<file path="src/rtl/paula_audio_pkg.sv">
// Shared definitions for the Paula audio mix sequencer: FSM encoding, datapath
// widths, channel routing and the product sign-extension helper.
package paula_audio_pkg;

   localparam int NUM_CH   = 4;
   localparam int SAMPLE_W = 8;
   localparam int VOL_W    = 6;
   localparam int PROD_W   = 14;
   localparam int MIX_W    = 15;

   // Bit n set routes channel n to the left mix, clear routes it right.
   localparam logic [NUM_CH-1:0] LEFT_MASK = 4'b1001;

   typedef enum logic [1:0] {
      ST_IDLE = 2'd0,
      ST_MUL  = 2'd1,
      ST_OUT  = 2'd2
   } state_e;

   function automatic logic signed [MIX_W-1:0] sext_prod(input logic signed [PROD_W-1:0] p);
      return {p[PROD_W-1], p};
   endfunction

endpackage

</file>
<file path="src/rtl/paula_audio_volume.sv">
// Shared 8x6 signed-by-unsigned volume multiplier; the full product range
// (-8064..+8001) fits a 14-bit signed result exactly.
module paula_audio_volume
   import paula_audio_pkg::*;
(
   input  logic signed [SAMPLE_W-1:0] sample_i,
   input  logic        [VOL_W-1:0]    volume_i,
   output logic signed [PROD_W-1:0]   product_o
);

   logic signed [VOL_W:0] vol_signed_s;

   assign vol_signed_s = $signed({1'b0, volume_i});
   assign product_o    = PROD_W'(sample_i) * PROD_W'(vol_signed_s);

endmodule

</file>
<file path="src/rtl/paula_audio_mix_seq.sv">
// Time-shares one volume multiplier across the four Paula channels: snapshot on
// start, one channel per cycle into left/right accumulators, then publish.
module paula_audio_mix_seq
   import paula_audio_pkg::*;
(
   input  logic                       clk,
   input  logic                       reset_n,
   input  logic                       start,
   input  logic signed [SAMPLE_W-1:0] sample0,
   input  logic signed [SAMPLE_W-1:0] sample1,
   input  logic signed [SAMPLE_W-1:0] sample2,
   input  logic signed [SAMPLE_W-1:0] sample3,
   input  logic        [VOL_W-1:0]    volume0,
   input  logic        [VOL_W-1:0]    volume1,
   input  logic        [VOL_W-1:0]    volume2,
   input  logic        [VOL_W-1:0]    volume3,
   input  logic        [NUM_CH-1:0]   chan_en,
   output logic signed [MIX_W-1:0]    left,
   output logic signed [MIX_W-1:0]    right,
   output logic                       done,
   output logic                       busy,
   output logic                       overrun
);

   state_e                     state_q;
   logic [1:0]                 ch_q;
   logic signed [SAMPLE_W-1:0] smp_q [NUM_CH];
   logic        [VOL_W-1:0]    vol_q [NUM_CH];
   logic        [NUM_CH-1:0]   en_q;
   logic signed [MIX_W-1:0]    acc_l_q, acc_r_q, acc_l_d, acc_r_d;
   logic signed [MIX_W-1:0]    left_q, right_q, term_s;
   logic                       done_q, busy_q, overrun_q;
   logic signed [SAMPLE_W-1:0] mul_smp_s;
   logic        [VOL_W-1:0]    mul_vol_s;
   logic signed [PROD_W-1:0]   prod_s;

   assign mul_smp_s = smp_q[ch_q];
   assign mul_vol_s = vol_q[ch_q];

   paula_audio_volume u_volume (
      .sample_i  (mul_smp_s),
      .volume_i  (mul_vol_s),
      .product_o (prod_s)
   );

   // Gate the current channel's product and route it into the proper accumulator.
   always_comb begin
      term_s  = {MIX_W{1'b0}};
      acc_l_d = acc_l_q;
      acc_r_d = acc_r_q;
      if (en_q[ch_q]) begin
         term_s = sext_prod(prod_s);
      end else begin
         term_s = {MIX_W{1'b0}};
      end
      if (LEFT_MASK[ch_q]) begin
         acc_l_d = acc_l_q + term_s;
      end else begin
         acc_r_d = acc_r_q + term_s;
      end
   end

   // Sequencer FSM with snapshot, accumulators and registered outputs.
   always_ff @(posedge clk or negedge reset_n) begin
      if (!reset_n) begin
         state_q   <= ST_IDLE;
         ch_q      <= 2'd0;
         en_q      <= {NUM_CH{1'b0}};
         acc_l_q   <= {MIX_W{1'b0}};
         acc_r_q   <= {MIX_W{1'b0}};
         left_q    <= {MIX_W{1'b0}};
         right_q   <= {MIX_W{1'b0}};
         done_q    <= 1'b0;
         busy_q    <= 1'b0;
         overrun_q <= 1'b0;
         for (int i = 0; i < NUM_CH; i++) begin
            smp_q[i] <= {SAMPLE_W{1'b0}};
            vol_q[i] <= {VOL_W{1'b0}};
         end
      end else begin
         done_q    <= 1'b0;
         overrun_q <= 1'b0;
         case (state_q)
            ST_IDLE: begin
               if (start) begin
                  smp_q[0] <= sample0;
                  smp_q[1] <= sample1;
                  smp_q[2] <= sample2;
                  smp_q[3] <= sample3;
                  vol_q[0] <= volume0;
                  vol_q[1] <= volume1;
                  vol_q[2] <= volume2;
                  vol_q[3] <= volume3;
                  en_q     <= chan_en;
                  acc_l_q  <= {MIX_W{1'b0}};
                  acc_r_q  <= {MIX_W{1'b0}};
                  ch_q     <= 2'd0;
                  state_q  <= ST_MUL;
                  busy_q   <= 1'b1;
               end else begin
                  busy_q   <= 1'b0;
               end
            end
            ST_MUL: begin
               overrun_q <= start;
               acc_l_q   <= acc_l_d;
               acc_r_q   <= acc_r_d;
               ch_q      <= ch_q + 2'd1;
               if (ch_q == 2'd3) begin
                  state_q <= ST_OUT;
               end else begin
                  state_q <= ST_MUL;
               end
            end
            ST_OUT: begin
               overrun_q <= start;
               left_q    <= acc_l_q;
               right_q   <= acc_r_q;
               done_q    <= 1'b1;
               busy_q    <= 1'b0;
               state_q   <= ST_IDLE;
            end
            default: begin
               busy_q  <= 1'b0;
               state_q <= ST_IDLE;
            end
         endcase
      end
   end

   assign left    = left_q;
   assign right   = right_q;
   assign done    = done_q;
   assign busy    = busy_q;
   assign overrun = overrun_q;

endmodule

</file>
<file path="config.mk">
export PLATFORM = sky130hd
export DESIGN_NAME = paula_audio_mix_seq
export DESIGN_NICKNAME = d
export VERILOG_FILES = /design/src/rtl/paula_audio_pkg.sv /design/src/rtl/paula_audio_volume.sv /design/src/rtl/paula_audio_mix_seq.sv
export SDC_FILE = /design/constraint.sdc
export NUM_CORES = 1
export LEC_CHECK = 0
export ABC_AREA = 1
export BUFFER_PORTS_ARGS = -buffer_cell sky130_fd_sc_hd__buf_2
export CORE_UTILIZATION = 65
export CTS_CLUSTER_SIZE = 14
export DETAILED_ROUTE_END_ITERATION = 6
export PLACE_DENSITY_LB_ADDON = 0.25
export RECOVER_POWER = 25
export SLEW_MARGIN = 20
export SYNTH_ARGS = -nofsm -noshare
export SYNTH_HDL_FRONTEND = slang
export SYNTH_HIERARCHICAL = 1
export SYNTH_SLANG_ARGS = --single-unit
</file>
<file path="constraint.sdc">
create_clock -name clk -period 11.5 [get_ports clk]
set_input_delay 0.575 -clock clk [delete_from_list [all_inputs] [get_ports clk]]
set_output_delay 0.575 -clock clk [all_outputs]
set_load 0.01 [all_outputs]
</file>
==> results.md, run 1 <==
* Number of global-route vias before repair at 8118
* Post-Place Setup Slack at 4.45 ns
* Dominant combinational cell family by area after synthesis: simple AND/OR/NAND/NOR gates
* Crit-path max cell delay at 1.02 ns
* Setup repair after global routing missed its margin: false
* Root buffer cell: clkbuf_16
* Clock slew at reported path FFs at approximately 0.060 ns
* Layout Area Growth over Synthesis at 12.4%
* Overall global routing resource usage at between 30% and 40%
* Core ar. at 13900 µm²
* Cell with the largest stage delay on the worst path: dfrtp_1
* Worst r2r path cells at 28
* Final weighted congestion in routability-driven placement at 0.990
* Number of max-slew violations in the final report at 56
* Total of flip-flops plus latches after synthesis at 127
* Post_cts resized at 0
* Actual slew at the worst max-slew pin at 2.81 ns
* Post-CTS Setup Bufs at 0
* Pin count of the biggest net entering global routing at 74
* Sequential element share of the synthesized area at about 34%
* Aggregate routed wire length at between 20000 and 25000 µm
* CTS Buf Count at 17
* Family of cells with the greatest summed delay on the critical path: adder cells
* Startpoint of the worst hold path: volume2[3]
* Final Net Count at 1525
* Setup slack after layout at 4.34 ns
* Instance count along the most critical hold path at 3
* CTS tree: done
* Post-DRT Antenna Nets at 0
* Synthesized-area fraction occupied by ao, oa, aoi and oai cells at about 7.7%
* Number of sinks on the clock net at around 130
* Synthesis warning total at 6
* Vias at about 8.7k
* Die X-Extent at 121 µm
* Overall overflow remaining after global route at 0
* Cell area after synthesis at 9220 µm²
* Hold/Removal Path Class: in -> reg
* Fraction of the mapped netlist area in simple logic gates at between 30% and 40%
* Type of origin of the critical path: flop
* Shortest period the worst path allows at 7.16 ns
* DP HPWL at 16800 µm
* Worst Path Max Fanout at 34
* Cell count after placement at 1549
* Global-route wire length before repair at just under 40000 µm
* Required time of the critical path at 11.81 ns
* Endpoint class of the critical path: flop
* Clock latency of the later-clocked register in the worst-skew pair at 0.44 ns
* Critical path class: reg -> reg
* Number of remaining DRC errors at 0
* Setup skew after layout at 0.0178 ns
* Number of rows created at floorplan at 43
* Vias per std cell at 5.48
* Unique cell type count in the Yosys netlist at 37
* Violated checks: max-capacitance violations, max-slew violations
* Hold Path Sink: vol_q[9]
* Status: complete, but fails checks
* Effective utilization at floorplan at roughly two thirds
* CTS H-tree lvls at 4
* R2R setup slack at between 4 and 5 ns
* Commonest cells after routing, fill and taps aside: nand2_1 (489), inv_1 (186), dfrtp_1 (127)
* Avg Synthesized Cell Area at 7.04 µm²
* Port bufs at 95
* Fraction of final layout cells with drive strength greater than 1 at 11.5%
* Count of buffer and inverter cells on the critical path at 7
* Max-cap violation count at 1
* Hold-fix buffers, CTS at 0
* Initial DRC count at 893
* Adder-cell area share of the yosys netlist at 12.7%
* Sum of negative setup slack at 0 ns
* First drt pass iteration count at 6
* Peak clock frequency supported by timing at 140 MHz
* Count of mapped cells out of synthesis at around 1.3k
* Critical R2R Capture: acc_l_q[8]
* Mux share of post-synthesis cell area at about 1.2%
* Slew headroom at -87.4%
* Net count of the mapped netlist at around 1.4k
* Synthesized-area fraction occupied by xor and xnor cells at 0.950%
* Design Area, Final at 10400 µm²
* Most frequent standard cell in the layout excluding fill and tap cells: nand2_1
* Buffer levels on the longest clock path at 2
* Antenna violations before repair at 0
* Number of hold violations in the final report at 0
* Launching point of the worst reg2reg path: ch_q[0]
* Wire per inst at 14.8 µm
* Data arrival time of the critical path at 7.47 ns
* Vertical die dimension at approximately 120 µm
* Tcrit/Tclk final at around 62%
* # IOs at 96
* Cell area after placement at 9770 µm²
* Post-route insts no fill at 1581
* Diode count at 0
* Final Setup Violations at 0
* Overall die area at 14700 µm²
[worst reg2reg max path: cells and delay by family, from the launching register on]
| family | cells | cell delay, ns |
|---|---|---|
| buf+inv | 7 | 0.78 |
| simple gates | 11 | 1.63 |
| compound gates | 4 | 0.79 |
| flops | 1 | 1.02 |
| xor+xnor | 1 | 0.53 |
| fa+ha+maj | 5 | 2.29 |
[worst max-delay path by stage]
| stage | slack [ns] | endpoint | depth (start not counted) | startpoint |
|---|---|---|---|---|
| finish | 4.34 | acc_l_q[8] | 28 | ch_q[0] |
| global route | 3.82 | acc_l_q[14] | 29 | ch_q[0] |
| CTS | 4.43 | acc_l_q[14] | 28 | ch_q[0] |
| detailed placement | 4.45 | acc_l_q[14] | 28 | ch_q[0] |
| global placement | 4.66 | acc_l_q[14] | 28 | ch_q[0] |
| floorplan | 5.60 | acc_l_q[14] | 31 | ch_q[0] |
[registers in the layout, summed over array words and instances (netlist names)]
register	flops
state_q	2
left	15
acc_l_q	15
vol_q	24
ch_q	2
en_q	4
right	15
busy	1
overrun	1
smp_q	32
done	1
acc_r_q	15
[area by class of cell]
cell class,instances,area [µm²]
Tap cell,180,225
Inverter,196,737
Multi-Input combinational cell,947,5120
Timing Repair Buffer,99,484
Fill cell,1078,3520
Clock inverter,14,171
Clock buffer,18,439
Sequential cell,127,3180
[cell usage after synthesis (all sizes together)]
cell type / n / area share, %
a21boi: 2 / 0.16
a21oi: 49 / 2.7
a22o: 2 / 0.19
and2: 5 / 0.34
buf: 8 / 0.72
clkbuf: 32 / 1.3
clkinv: 3 / 0.14
dfrtp: 127 / 34
fa: 33 / 7.2
ha: 41 / 5.6
inv: 193 / 7.9
mux2: 10 / 1.2
nand2: 500 / 21
nand3: 70 / 4.5
nand3b: 2 / 0.16
nand4: 32 / 2.4
nor2: 113 / 4.8
o21ai: 53 / 2.9
o21bai: 5 / 0.41
o221ai: 1 / 0.095
o22ai: 18 / 1.2
o31ai: 1 / 0.081
xnor2: 5 / 0.48
xor2: 5 / 0.48
[through the flow]
| stage | util, % | hold slack [ns] |
|---|---|---|
| 2_1_floorplan | - | 0.279 |
| 3_3_place_gp | 70.4 | 0.458 |
| 3_5_place_dp | 70.4 | 0.460 |
| 4_1_cts | 74.8 | 0.203 |
| 5_1_grt | 74.6 | 0.343 |
| 6_report | 74.6 | 0.327 |
[per-layer routing]
layer,vias to the layer above,part of all wire (%),track usage (%)
met5,-,0,0
met3,54,8.8,5.87
met2,411,42,49.9
met4,0,2.2,11.5
met1,3959,47,51.1
li1,4241,-,-
[logic make-up (layout without fill, tap and decap cells)]
kind of cell,Yosys count,after routing
AOI/OAI and AO/OA,131,131
xor gates and xnor gates,10,10
adders and majority gates,74,74
buffers and inverters,236,327
DFF,127,127
muxes,10,10
and+or+nand+nor,722,722
Power of run 1 is not shown: default switching activity piles up to over one toggle a cycle in this logic, so the estimate is an artifact.
==> inputs of run 2 (changes only) <==
Settings changed: CORE_UTILIZATION 65 to 60.
Clock period 11.5 ns to 6.9 ns, I/O delays scaled along.
==> run 2 against run 1 <==
  * The flow still finishes with violations (max-capacitance violations, max-slew violations)
  * Clock skew fell by 0.011 ns
  * Design area rose by 0.99%
  * Non-clock buffer count rose by 7
  * Sequential cell count did not move
  * Count of clock-buffer cells in the layout fell by 1
  * Global-route usage fell by 2.5 points
  * Final cell count rose by 0.70%
  * Setup slack got worse by 3.9 ns
==> results.md, run 2 (synthesis results as in run 1) <==
* Core ar. at 14800 µm²
* Number of remaining DRC errors at 0
* Number of hold violations in the final report at 0
* Overall die area at 15900 µm²
* Critical path class: reg -> reg
* Fraction of final layout cells with drive strength greater than 1 at around an eighth
* Port bufs at 95
* Layout Area Growth over Synthesis at 13.5%
* Area of the multi-input gates at 5140 µm²
* Launching point of the worst reg2reg path: ch_q[0]
* # IOs at 96
* Shortest period the worst path allows at 6.46 ns
* First drt pass iteration count at 7
* Hold Path Sink: smp_q[25]
* Hold/Removal Path Class: in -> reg
* Cell area after placement at about 9800 µm²
* Root buffer cell: clkbuf_16
* DP HPWL at 17600 µm
* Most frequent standard cell in the layout excluding fill and tap cells: nand2_1
* Wire per inst at 14.9 µm
* Die X-Extent at 126 µm
* Number of global-route vias before repair at ~8k
* Instance count along the most critical hold path at 3
* Number of fill cells at 1212
* Overall global routing resource usage at 31.6%
* Type of origin of the critical path: flop
* Number of rows created at floorplan at 44
* Commonest cells after routing, fill and taps aside: nand2_1 (489), inv_1 (186), dfrtp_1 (127)
* Diode count at 0
* Overall overflow remaining after global route at 0
* Met3 capacity usage during global routing at 4.97%
* Clock slew at reported path FFs at roughly 0.060 ns
* Max reg flops at 32
* Sum of negative setup slack at 0 ns
* Register cell area after layout at 3180 µm²
* Cell with the largest stage delay on the worst path: fa_1
* Setup repair after global routing missed its margin: false
* Fraction of met1 tracks used by global routing at a little under half
* Number of max-slew violations in the final report at 82
* Register name with the most flops: smp_q
* Initial DRC count at 887
* Vertical die dimension at 126 µm
* Post-route insts no fill at 1592
* Vias at between 8k and 9k
* Slew headroom at -181%
* Final Net Count at 1532
* Fraction of met2 tracks used by global routing at 47.1%
* Cell count after placement at 1560
* Final Setup Violations at 0
* Worst Path Max Fanout at 22
* Status: complete, but fails checks
* Peak clock frequency supported by timing at between 150 and 200 MHz
* Vias per std cell at between 5 and 6
* Post-DRT Antenna Nets at 0
* Buffer levels on the longest clock path at 2
* Design Area, Final at 10500 µm²
* Endpoint class of the critical path: flop
* Effective utilization at floorplan at 62.5%
* Final weighted congestion in routability-driven placement at approximately 0.96
* Actual slew at the worst max-slew pin at 4.22 ns
* Clock latency of the later-clocked register in the worst-skew pair at 0.43 ns
* Aggregate routed wire length at 23700 µm
* Tcrit/Tclk final at roughly 94%
* Hold Worst Slack at ~0.11 ns
* CTS tree: done
* Antenna violations before repair at 0
* Number of sinks on the clock net at 127
* R2R setup slack at 0.44 ns
* Required time of the critical path at 7.26 ns
* Violated checks: max-capacitance violations, max-slew violations
* Cell with the most instances on the worst path: nand2_1
* Worst r2r path cells at 29
* Startpoint of the worst hold path: sample0[1]
* Pin count of the biggest net entering global routing at 82
* Data arrival time of the critical path at 6.82 ns
* Crit-path max cell delay at 0.75 ns
* Biggest registers after layout: smp_q x32, vol_q x24
* CTS Buf Count at 17
* CTS H-tree lvls at 4
* Critical R2R Capture: acc_l_q[14]
* Most utilized layer in the global route result: met1
* Setup skew after layout at 0.00700 ns
* Max-cap violation count at 1
* Global-route wire length before repair at 39300 µm
[run 2: routing by layer]
layer / vias up / wire, µm
li1: 4260 / -
met1: 4082 / 11300
met2: 389 / 10200
met3: 38 / 1850
met4: 0 / 418
met5: - / 0
[run 2: final cells by class]
type | count | area share, %
multi-input combinational | 947 | 49.1
sequential | 127 | 30.4
inverter | 196 | 7.04
timing repair buffer | 106 | 5.32
clock buffer | 17 | 4.07
tap | 184 | 2.20
clock inverter | 15 | 1.88
[run 2: through the flow]
stage          worst slack (ns)  utilization [%]
4_1_cts                   0.401             70.8
5_1_grt                  0.0519             70.9
3_3_place_gp              0.683             66.6
2_1_floorplan              1.00                -
3_5_place_dp              0.428             66.6
6_report                  0.445             70.9
[run 2: critical path: cells and delay by family, from the launching register on]
kind	cells	cell delay (ns)
fa+ha+maj	6	2.86
simple gates	13	1.40
compound gates	4	0.94
buf+inv	6	0.65
flops	1	0.55
[run 2: worst max-delay path by stage]
stage / end / startpoint / slack, ns
detailed placement: acc_l_q[14] / ch_q[0] / 0.43
floorplan: acc_l_q[14] / ch_q[0] / 1.00
CTS: acc_l_q[14] / ch_q[1] / 0.40
global route: acc_l_q[13] / ch_q[0] / 0.05
finish: acc_l_q[14] / ch_q[0] / 0.44
global placement: acc_l_q[12] / ch_q[1] / 0.68
[run 2: repair_timing]
item                                    in CTS  in global routing
resized for setup                            0                  3
endpoints found under the setup margin       0                  4
buffers inserted                             0                  0
hold buffers                                 0                  0
Power of run 2 is left out for the same reason.
==> inputs of run 3 (changes only) <==
Settings changed: CORE_ASPECT_RATIO set to 1.5, CORE_UTILIZATION 60 to 55, MAX_ROUTING_LAYER set to met4.
==> run 3 against run 2 <==
  * The flow still finishes with violations (max-capacitance violations, max-slew violations)
  * Fmax rose by 0.95%
  * First-iteration DRC count shrank 49%
  * Final cell count up 1.7%
  * Clock skew increased by 0.0080 ns
  * Design area rose by 0.36%
  * Non-clock buffer count rose by 5
  * Register-to-register slack improved by 0.06 ns
  * Utilization fell by 6.3 points
  * Die area is 9.0% higher
==> results.md, run 3 (synthesis results as in run 1) <==
* Type of origin of the critical path: flop
* Overall global routing resource usage at between 30% and 40%
* Tcrit/Tclk final at 92.7%
* Pin count of the biggest net entering global routing at 74
* Number of rows created at floorplan at 57
* Worst setup path start: ch_q[1]
* Setup skew after layout at 0.0150 ns
* Antenna violations before repair at 0
* Number of hold violations in the final report at 0
* Shortest period the worst path allows at roughly 6.4 ns
* Vertical die dimension at ~160 µm
* R2R setup slack at 0.51 ns
* Aggregate routed wire length at 24700 µm
* Data arrival time of the critical path at ~6.7 ns
* Required time of the critical path at 7.22 ns
* Die X-Extent at 108 µm
* Number of global-route vias before repair at around 8.6k
* Overall die area at 17300 µm²
* Port bufs at 95
* Violated checks: max-capacitance violations, max-slew violations
* Initial DRC count at 450
* Critical R2R Capture: acc_r_q[14]
* Clock slew at reported path FFs at 0.06 ns
* # IOs at 96
* Launching point of the worst reg2reg path: ch_q[1]
* Status: complete, but fails checks
* Critical path class: reg -> reg
* Sum of negative setup slack at 0 ns
* Core ar. at 16300 µm²
* Max reg flops at 32
* Post-CTS Setup Bufs at 0
* Actual slew at the worst max-slew pin at 3.04 ns
* Overall overflow remaining after global route at 0
* Register name with the most flops: smp_q
* Vias at between 8k and 9k
* CTS Buf Count at 17
* Final Setup Violations at 0
* Slew headroom at -103%
* Number of remaining DRC errors at 0
* Clock latency of the later-clocked register in the worst-skew pair at 0.43 ns
* Peak clock frequency supported by timing at between 150 and 200 MHz
* Commonest cells after routing, fill and taps aside: nand2_1 (489), inv_1 (186), dfrtp_1 (127)
* Post-DRT Antenna Nets at 0
* Worst r2r path cells at 29
* Fraction of final layout cells with drive strength greater than 1 at 12.2%
* CTS tree: done
* Max-cap violation count at 1
* Final weighted congestion in routability-driven placement at slightly below 1
* Effective utilization at floorplan at a little under three fifths
* Layout Area Growth over Synthesis at 13.9%
* Number of max-slew violations in the final report at 56
* Endpoint class of the critical path: flop
* Most frequent standard cell in the layout excluding fill and tap cells: nand2_1
* Wire per inst at roughly 15 µm
* Global-route wire length before repair at 40200 µm
* Diode count at 0
* Root buffer cell: clkbuf_16
* Crit-path max cell delay at about 0.57 ns
* Cell with the most instances on the worst path: nand2_1
* Destination of the critical timing path: acc_r_q[14]
* Vias per std cell at 5.31
* Setup repair after global routing missed its margin: false
* Hold/Removal Path Class: in -> reg
* First drt pass iteration count at 6
* Final Net Count at 1537
* CTS H-tree lvls at 4
* DP HPWL at about 19000 µm
* Cell with the largest stage delay on the worst path: dfrtp_1
* Number of sinks on the clock net at 127
* Worst Path Max Fanout at 16
* Biggest registers after layout: smp_q x32, vol_q x24
* Buffer levels on the longest clock path at 2
-- run 3: cell types whose count changed in the layout (fill, tap and decap cells not counted) --
cell	change
buf_2	-16
buf_4	+4
bufinv_16	+1
clkbuf_1	+16
clkinv_2	+1
clkinv_4	-3
clkinv_8	-2
clkinvlp_4	+2
dlygate4sd3_1	+1
inv_8	+1
o22ai_1	+2
o22ai_2	-2
-- run 3: critical path: cells and delay by family, from the launching register on --
kind	cells	cell delay, ns
adder cells (fa/ha/maj)	6	2.79
AND/OR/NAND/NOR	13	1.39
AO/OA/AOI/OAI	4	0.95
buffers and inverters	6	0.58
flip-flops	1	0.57
-- run 3: timing repair --
action	in CTS	in global routing
resized for setup	0	1
endpoints found under the setup margin	0	4
endpoints found under the hold margin	10	0
hold buffers	1	0
-- run 3: final cells by class --
| cell class | count | area, µm² |
|---|---|---|
| Clock buffer | 17 | 425 |
| Clock inverter | 15 | 199 |
| Fill cell | 1479 | 5760 |
| Inverter | 196 | 737 |
| Multi-Input combinational cell | 947 | 5130 |
| Sequential cell | 127 | 3180 |
| Tap cell | 206 | 258 |
| Timing Repair Buffer | 111 | 577 |
-- run 3: per-stage QoR --
step	std cells	instance area, µm²	hold slack (ns)	utilization [%]	setup slack [ns]
3_5_place_dp	1586	9880	0.442	60.8	0.386
2_1_floorplan	1310	9220	0.0494	-	1.00
5_1_grt	1619	10500	0.110	64.6	0.0964
6_report	1619	10500	0.103	64.6	0.506
4_1_cts	1619	10500	0.105	64.7	0.320
3_3_place_gp	1586	9880	0.444	60.8	0.570
-- run 3: metal layers --
metal  wire length [µm]  track usage (%)  part of all wire [%]  vias to the layer above
met5                  0                -                     0                        -
met4               1470             19.4                   5.9                        0
met3                808             3.69                   3.3                       92
met2              13400             55.7                    54                      264
met1               9020             31.7                    37                     3982
li1                   -                -                     -                     4260
-- run 3: worst min path at each step --
stage          startpoint    endpoint  slack [ns]  cells past startpoint
2_1_floorplan     reset_n  acc_l_q[0]        0.05                      0
5_1_grt        volume1[1]   vol_q[13]        0.11                      3
3_3_place_gp      reset_n   right[11]        0.44                      1
6_report       sample0[5]   smp_q[29]        0.10                      3
3_5_place_dp      reset_n   right[11]        0.44                      1
4_1_cts        volume3[5]    vol_q[5]        0.11                      3
Power of run 3 is left out for the same reason.
